--- src/rtl/cacheline_adaptor_pkg.sv ---
// Shared widths, adaptor state encoding and address helper for the
// cache-line to memory-burst adaptor.
package cacheline_adaptor_pkg;

  localparam int LINE_W   = 256;
  localparam int BURST_W  = 64;
  localparam int BEATS    = LINE_W / BURST_W;
  localparam int CNT_W    = $clog2(BEATS);
  localparam int ADDR_W   = 32;
  localparam int OFFSET_W = $clog2(LINE_W / 8);

  typedef enum logic [1:0] {
    ST_IDLE,
    ST_RD,
    ST_WR,
    ST_DONE
  } adaptor_state_e;

  // Clears the byte-within-line offset so memory always sees a line-aligned address.
  function automatic logic [ADDR_W-1:0] line_align(input logic [ADDR_W-1:0] addr);
    return {addr[ADDR_W-1:OFFSET_W], {OFFSET_W{1'b0}}};
  endfunction

endpackage

--- src/rtl/cacheline_adaptor.sv ---
// Turns one 256-bit line request from the arbiter into a 4-beat 64-bit
// burst on the memory port, beat 0 being the lowest 64 bits of the line.
module cacheline_adaptor
  import cacheline_adaptor_pkg::*;
(
  input  logic               clk,
  input  logic               rst,
  input  logic [LINE_W-1:0]  line_i,
  output logic [LINE_W-1:0]  line_o,
  input  logic [ADDR_W-1:0]  address_i,
  input  logic               read_i,
  input  logic               write_i,
  output logic               resp_o,
  input  logic [BURST_W-1:0] burst_i,
  output logic [BURST_W-1:0] burst_o,
  output logic [ADDR_W-1:0]  address_o,
  output logic               read_o,
  output logic               write_o,
  input  logic               resp_i
);

  adaptor_state_e r_state;
  adaptor_state_e w_state_next;

  logic [CNT_W-1:0]   r_cnt;
  logic [LINE_W-1:0]  r_buf;
  logic [LINE_W-1:0]  r_line;
  logic [ADDR_W-1:0]  r_addr;
  logic               r_read;
  logic               r_write;
  logic               r_resp;

  logic               w_last_beat;
  logic [LINE_W-1:0]  w_rd_line;
  logic [BURST_W-1:0] w_wr_beat;

  assign w_last_beat = resp_i && (r_cnt == CNT_W'(BEATS - 1));

  always_ff @(posedge clk or negedge rst) begin
    if (!rst) begin
      r_state <= ST_IDLE;
    end else begin
      r_state <= w_state_next;
    end
  end

  // Write has priority when the arbiter raises both requests at once.
  always_comb begin
    w_state_next = r_state;
    case (r_state)
      ST_IDLE: begin
        if (write_i) begin
          w_state_next = ST_WR;
        end else if (read_i) begin
          w_state_next = ST_RD;
        end
      end
      ST_RD: begin
        if (w_last_beat) begin
          w_state_next = ST_DONE;
        end
      end
      ST_WR: begin
        if (w_last_beat) begin
          w_state_next = ST_DONE;
        end
      end
      ST_DONE: w_state_next = ST_IDLE;
      default: w_state_next = ST_IDLE;
    endcase
  end

  // Buffer contents with the incoming read beat dropped into its slot.
  always_comb begin
    w_rd_line = r_buf;
    w_rd_line[r_cnt*BURST_W +: BURST_W] = burst_i;
  end

  assign w_wr_beat = r_buf[r_cnt*BURST_W +: BURST_W];

  always_ff @(posedge clk or negedge rst) begin
    if (!rst) begin
      r_cnt   <= '0;
      r_buf   <= '0;
      r_line  <= '0;
      r_addr  <= '0;
      r_read  <= 1'b0;
      r_write <= 1'b0;
      r_resp  <= 1'b0;
    end else begin
      r_read  <= (w_state_next == ST_RD);
      r_write <= (w_state_next == ST_WR);
      r_resp  <= (w_state_next == ST_DONE);
      case (r_state)
        ST_IDLE: begin
          if (write_i || read_i) begin
            r_addr <= line_align(address_i);
            r_cnt  <= '0;
          end
          if (write_i) begin
            r_buf <= line_i;
          end
        end
        ST_RD: begin
          if (resp_i) begin
            r_buf <= w_rd_line;
            r_cnt <= r_cnt + 1'b1;
          end
          // line_o only changes once a full line has been assembled.
          if (w_last_beat) begin
            r_line <= w_rd_line;
          end
        end
        ST_WR: begin
          if (resp_i) begin
            r_cnt <= r_cnt + 1'b1;
          end
        end
        ST_DONE: r_cnt <= '0;
        default: r_cnt <= '0;
      endcase
    end
  end

  assign line_o    = r_line;
  assign address_o = r_addr;
  assign read_o    = r_read;
  assign write_o   = r_write;
  assign resp_o    = r_resp;
  assign burst_o   = r_write ? w_wr_beat : '0;

  a_rd_wr_exclusive: assert property (@(posedge clk) disable iff (!rst) !(read_o && write_o));

endmodule

--- config.mk ---
export PLATFORM = sky130hd
export DESIGN_NAME = cacheline_adaptor
export DESIGN_NICKNAME = d
export VERILOG_FILES = /design/src/rtl/cacheline_adaptor_pkg.sv /design/src/rtl/cacheline_adaptor.sv
export SDC_FILE = /design/constraint.sdc
export NUM_CORES = 1
export LEC_CHECK = 0
export ABC_AREA = 1
export ABC_CLOCK_PERIOD_IN_PS = 2700
export BUFFER_PORTS_ARGS = -buffer_cell sky130_fd_sc_hd__buf_2
export CAP_MARGIN = 25
export CORE_MARGIN = 2
export CORE_UTILIZATION = 40
export DETAILED_ROUTE_END_ITERATION = 10
export GPL_TIMING_DRIVEN = 0
export PLACE_DENSITY = 0.59
export SYNTH_ARGS = -nofsm -noshare
export SYNTH_HDL_FRONTEND = slang
export SYNTH_SLANG_ARGS = --single-unit
--- constraint.sdc ---
create_clock -name clk -period 2.7 [get_ports clk]
set_clock_uncertainty 0.05 [all_clocks]
set_input_delay 0.27 -clock clk [delete_from_list [all_inputs] [get_ports clk]]
set_output_delay 0.27 -clock clk [all_outputs]
set_load 0.01 [all_outputs]
### Word-level counts from Yosys, hierarchy flattened

Index checks and enable logic that the tools add are counted.

* register bits after elaboration: 546
* bits of input ports: 357

* $add $sub $neg: 2
* equal/unequal tests: 11
* shifts and indexed selects: 3
* multiplexer cells: 12
* reductions and logical operators: 9

Operator list (number)
* two-way mux 256 bit: 2
* case mux 256 bit (2 select lines): 1
* bitwise mux 256 bit: 1
* variable shift 64 x 34 -> 256 bit (first input constant): 1
* indexed part select 256 x 9 -> 64 bit: 1
* indexed part select 64 x 34 -> 256 bit: 1
* two-way mux 64 bit: 1
* negator 8 -> 34 bit: 1
* case mux 2 bit (3 select lines): 2
* equality test 2 bit (second input constant): 5
* two-way mux 2 bit: 5
* != test 2 bit (second input constant): 3
* AND reduction 2 bit: 3
* equality test 2 x 1 -> 1 bit (second input constant): 2
* AND reduction 3 bit: 1
* adder 2 x 1 -> 2 bit (second input constant): 1
* zero test 2 bit: 1
* != test 2 x 1 -> 1 bit (second input constant): 1
* nonzero test 2 bit: 1
* OR reduction 2 bit: 1
* logical AND 1 bit: 1
* logical OR 1 bit: 1

### Logic depth before layout (Yosys ltp)

* word-level depth: 5
* gate-level depth with buffers: 13

### Worst setup path before layout

No wires, ideal clock.

* path type: register to register
* start: reg r_cnt[0]
* end: reg r_buf[230]
* setup time: 65 ps
* data arrival time: 2131 ps
* slack: 454 ps
* cell stages (with the launch flop): 13
* clock period less this slack: 2246 ps
* path through: dfrtp_1 > buf_2 > inv_2 > buf_2 > buf_1 > ha_1 > inv_2 > clkbuf_1 > buf_2 > nand3_1 > nand3_1 > nand2_1 > nand2_1

* word-level cells in the longest chain between the ends: 5

Ends and longest elaborated chain
* start, declared: RTL line cacheline_adaptor.sv:25 `logic [CNT_W-1:0] r_cnt;`
* start signal, assigned: RTL line cacheline_adaptor.sv:107 `r_cnt <= r_cnt + 1'b1;`
* start signal, assigned: RTL line cacheline_adaptor.sv:116 `r_cnt <= r_cnt + 1'b1;`
* negator 8 -> 34 bit *: RTL line cacheline_adaptor.sv:76 `w_rd_line[r_cnt*BURST_W +: BURST_W] = burst_i;`
* indexed part select 64 x 34 -> 256 bit / variable shift 64 x 34 -> 256 bit (equally long branches): RTL line cacheline_adaptor.sv:76
* bitwise mux 256 bit *: RTL line cacheline_adaptor.sv:76
* two-way mux 256 bit *: RTL line cacheline_adaptor.sv:105 `if (resp_i) begin`
* case mux 256 bit (2 select lines) *: RTL line cacheline_adaptor.sv:94 `case (r_state)`
* end signal, assigned: RTL line cacheline_adaptor.sv:101 `r_buf <= line_i;`
* end signal, assigned: RTL line cacheline_adaptor.sv:106 `r_buf <= w_rd_line;`
* end, declared: RTL line cacheline_adaptor.sv:26 `logic [LINE_W-1:0] r_buf;`

Mark *: on every way between the ends. The rest lies on a longest branch, timed or not. The select of a mux whose other input is x is not followed.
A chain may end at the register's enable or synchronous reset.

### Final worst setup path

* start: reg r_cnt[0]
* end: reg r_line[51] (netlist: line_o[51])

* word-level cells in the longest chain between the ends: 3

Ends and longest elaborated chain
* negator 8 -> 34 bit / equality test 2 bit (equally long branches): RTL line cacheline_adaptor.sv:76, cacheline_adaptor.sv:37
* indexed part select 64 x 34 -> 256 bit (tied with other cells): RTL line cacheline_adaptor.sv:76
* bitwise mux 256 bit / AND reduction 2 bit (equally long branches)
* end signal, assigned: RTL line cacheline_adaptor.sv:111 `r_line <= w_rd_line;`
* end, declared: RTL line cacheline_adaptor.sv:27 `logic [LINE_W-1:0] r_line;`

Parallel ways exist; a longest one is shown, timed or not.

==> impl_metrics.env <==
export IMPL_outcome="finished clean"
export IMPL_synthAdderAreaFrac_pct=0.3273
export IMPL_drc=0
export IMPL_instances_no_fill=6753
export IMPL_regArea_mm2=0.01366
export IMPL_viasPerCell=5.280
export IMPL_synth_compound_area_share_pct=4.836
export IMPL_min_from="line_i[81]"
export IMPL_cellInternalPower_uw=25410
export IMPL_ios=712
export IMPL_path_class="reg2reg"
export IMPL_yosysUniqueCellTypes=19
export IMPL_ys_warn_count=0
export IMPL_syn_area_mm2=0.03058
export IMPL_hold_worst_slack_ns=0.02229
export IMPL_fillCellCount=7582
export IMPL_multiInputGateArea_mm2=0.01502
export IMPL_max_clock_path_buffers=3
export IMPL_gp_congestion=0.9709
export IMPL_synth_top_area_cell="dfrtp_1"
export IMPL_final_common_cell="nand2_1"
export IMPL_critical_path_peak_fanout=12
export IMPL_wl_per_cell_um=21.79
export IMPL_post_dp_hpwl_um=110100
export IMPL_p_comb_share_pct=52.6
export IMPL_final_cell_area_mm2=0.04104
export IMPL_crit_buf_inv=6
export IMPL_grt_antenna_before_repair=10
export IMPL_power_leakage_uw=0.02319
export IMPL_die_w_um=280.5
export IMPL_end_kind="register"
export IMPL_fin_crit_ns=2.679
export IMPL_die_area_mm2=0.07868
export IMPL_yosys_area_top_type_share_pct=44.68
export IMPL_cts_tree="yes"
export IMPL_layout_common_cells="1991 x nand2_1, 834 x buf_2, 832 x nor2_1, 545 x dfrtp_1, 541 x nand3_1"
export IMPL_grt_pass1_wl_um=212300
export IMPL_startpoint_type="register"
export IMPL_worstReg2RegStart="r_cnt[0]$_DFFE_PN0P_"
export IMPL_p_sw_uw=24310
export IMPL_synth_ff_latch_count=546
export IMPL_synth_top_family_by_area="simple AND/OR/NAND/NOR gates"
export IMPL_overflow=0
export IMPL_max_freq_mhz=373.2
export IMPL_wl_um=147100
export IMPL_cts_made_buffers=61
export IMPL_path_cells="buf_8 -> inv_4 -> buf_12 -> buf_4 -> ha_2 -> inv_2 -> clkbuf_4 -> nand2_1 -> nand3_1 -> o21a_1"
export IMPL_ir_drop_mv=0.6065
export IMPL_power_density_mw_per_mm2=1211
export IMPL_synth_area_mux_share_pct=0
export IMPL_synthTopCellsByArea="dfrtp_1 45%, nand2_1 24%, nor2_1 10%"
export IMPL_required_ns=3.18
export IMPL_grtUsageTotal_pct=36.34
export IMPL_slew_headroom_pct=45.07
export IMPL_grt_pass1_vias=33660
export IMPL_syn_inst=4651
export IMPL_crit_family="buffers and inverters"
export IMPL_postRouteAntennaNets=0
export IMPL_vias=35650
export IMPL_p_seq_share_pct=28.7
export IMPL_cts_sinks=546
export IMPL_path_clk_slew_ns=0.06
export IMPL_start_util_pct=40.33
export IMPL_worstPathArrival_ns=3.16
export IMPL_timing_setup_tns_ns=0
export IMPL_worstHoldPathCells=5
export IMPL_yosysSeqAreaShare_pct=44.68
export IMPL_rsz0062_at_grt="no"
export IMPL_grt_max_degree=113
export IMPL_placedInstanceArea_mm2=0.03551
export IMPL_r2r_slack_ns=0.02
export IMPL_hold_path_end="r_buf[81]$_DFFE_PN0P_"
export IMPL_cts_root_buf="clkbuf_16"
export IMPL_drt_iter0_markers=3639
export IMPL_slowest_stage="dfrtp_1"
export IMPL_htree_num_levels=2
export IMPL_area_delta_synth_final_pct=34.20
export IMPL_firstDrtPassIters=6
export IMPL_synth_xor_area_share_pct=0
export IMPL_nets=6081
export IMPL_core_mm2=0.07582
export IMPL_hold_viol=0
export IMPL_port_buffer_count=701
export IMPL_timing_final_crit_share_pct=99.23
export IMPL_setup_violations=0
export IMPL_max_stage_delay_ns=0.40
export IMPL_worst_slew_pin_slew_ns=0.8239
export IMPL_drive_gt1_share_pct=18.77
export IMPL_maxSlewViolCount=0
export IMPL_pre_cts_ws_ns=-1.181
export IMPL_rr_worst_depth=10
export IMPL_hold_class="in2reg"
export IMPL_insertion_delay_ns=0.65
export IMPL_synthSimpleGateAreaFrac_pct=43.64
export IMPL_postSynthAreaPerCell_um2=6.575
export IMPL_die_h_um=280.5
export IMPL_swShare_pct=48.89
export IMPL_num_rows=101
export IMPL_cap_violations=0
export IMPL_place_inst=6340
export IMPL_r2r_end="line_o[51]$_DFFE_PN0P_"
export IMPL_setup_ws_ns=0.02069
export IMPL_pwr_share_clk_pct=18.7
[power by group through the flow]
stage | combinational (µW) | sequential (µW) | clock [µW]
2_1_floorplan | 14900 | 14000 | 0
5_1_grt | 28800 | 14600 | 9640
3_3_place_gp | 24300 | 14200 | 0
4_1_cts | 25600 | 14200 | 9300
6_report | 26200 | 14300 | 9270
3_5_place_dp | 24600 | 14200 | 0
[final cells by class]
class	count	share of cell area, %
buffer	317	4.320
antenna	9	0.05487
inverter	145	1.332
timing repair buffer	998	16.11
multi-input combinational	3647	36.59
clock inverter	31	1.030
sequential	546	33.29
tap	978	2.982
clock buffer	82	4.283
[worst reg2reg max path: stages, from the launching register on]
cell and delay (ns):
dfrtp_1 0.40, buf_8 0.16, inv_4 0.13, buf_12 0.16, buf_4 0.23, ha_2 0.30, inv_2 0.21, clkbuf_4 0.32
nand2_1 0.14, nand3_1 0.24, o21a_1 0.19
[per-layer routing]
layer / share of wire, % / global-route usage (%)
met1: 40 / 46.82
met2: 46 / 59.11
met3: 8.3 / 5.904
met4: 5.5 / 18.33
met5: 0.0088 / 0
[through the flow]
step,power (µW),util (%)
final,49720,54.13
after detailed placement,38870,46.83
after global routing,52960,54.11
after floorplan,28870,-
after global placement,38580,46.59
after CTS,49000,53.87
[worst max-delay path by stage]
stage / start / end / slack (ns) / cells after the start
floorplan: r_cnt[0]$_DFFE_PN0P_ / r_buf[230]$_DFFE_PN0P_ / 0.45 / 12
global route: r_cnt[0]$_DFFE_PN0P_ / line_o[32]$_DFFE_PN0P_ / 0.0006 / 12
global placement: rst / line_o[107]$_DFFE_PN0P_ / -10.88 / 1
CTS: r_cnt[0]$_DFFE_PN0P_ / burst_o[52] / -0.02 / 7
detailed placement: r_cnt[0]$_DFFE_PN0P_ / line_o[254]$_DFFE_PN0P_ / -1.18 / 12
finish: r_cnt[0]$_DFFE_PN0P_ / line_o[51]$_DFFE_PN0P_ / 0.02 / 10
[synthesized netlist by cell type]
cell type  number
inv_1         138
or2_2           1
nand3_1       541
buf_4          10
nor2_1        834
nand2_1      1991
dfrtp_1       546
a21oi_1        66
ha_1            8
buf_1          33
nand3_2         1
clkbuf_1      100
conb_1          1
inv_2           7
o211ai_1        1
buf_2         174
o21ai_0       132
o21a_1         64
nor2_2          3
[repair_timing]
item                                    in CTS  in global routing
gates cloned                                 1                  2
hold endpoints to repair                   353                  0
endpoints found under the setup margin     576                313
buffers inserted                             7                  2
resized for setup                          107                 73
pin swaps                                    8                 11
hold buffers                               279                  0
[registers in the layout (all words and copies together) (netlist names)]
register   cells
address_o     27
r_buf        256
line_o       256
r_cnt          2
write_o        1
resp_o         1
r_state        2
read_o         1
[cells by family (layout without fill, tap and decap cells)]
| family | count (synthesis) | count (layout) |
|---|---|---|
| AO/OA/AOI/OAI | 263 | 263 |
| AND/OR/NAND/NOR | 3371 | 3371 |
| other | 1 | 14 |
| flip-flops | 546 | 546 |
| buffers and inverters | 462 | 1573 |
| adder cells (fa/ha/maj) | 8 | 8 |
No activity file was read; power rests on OpenSTA's default activity.
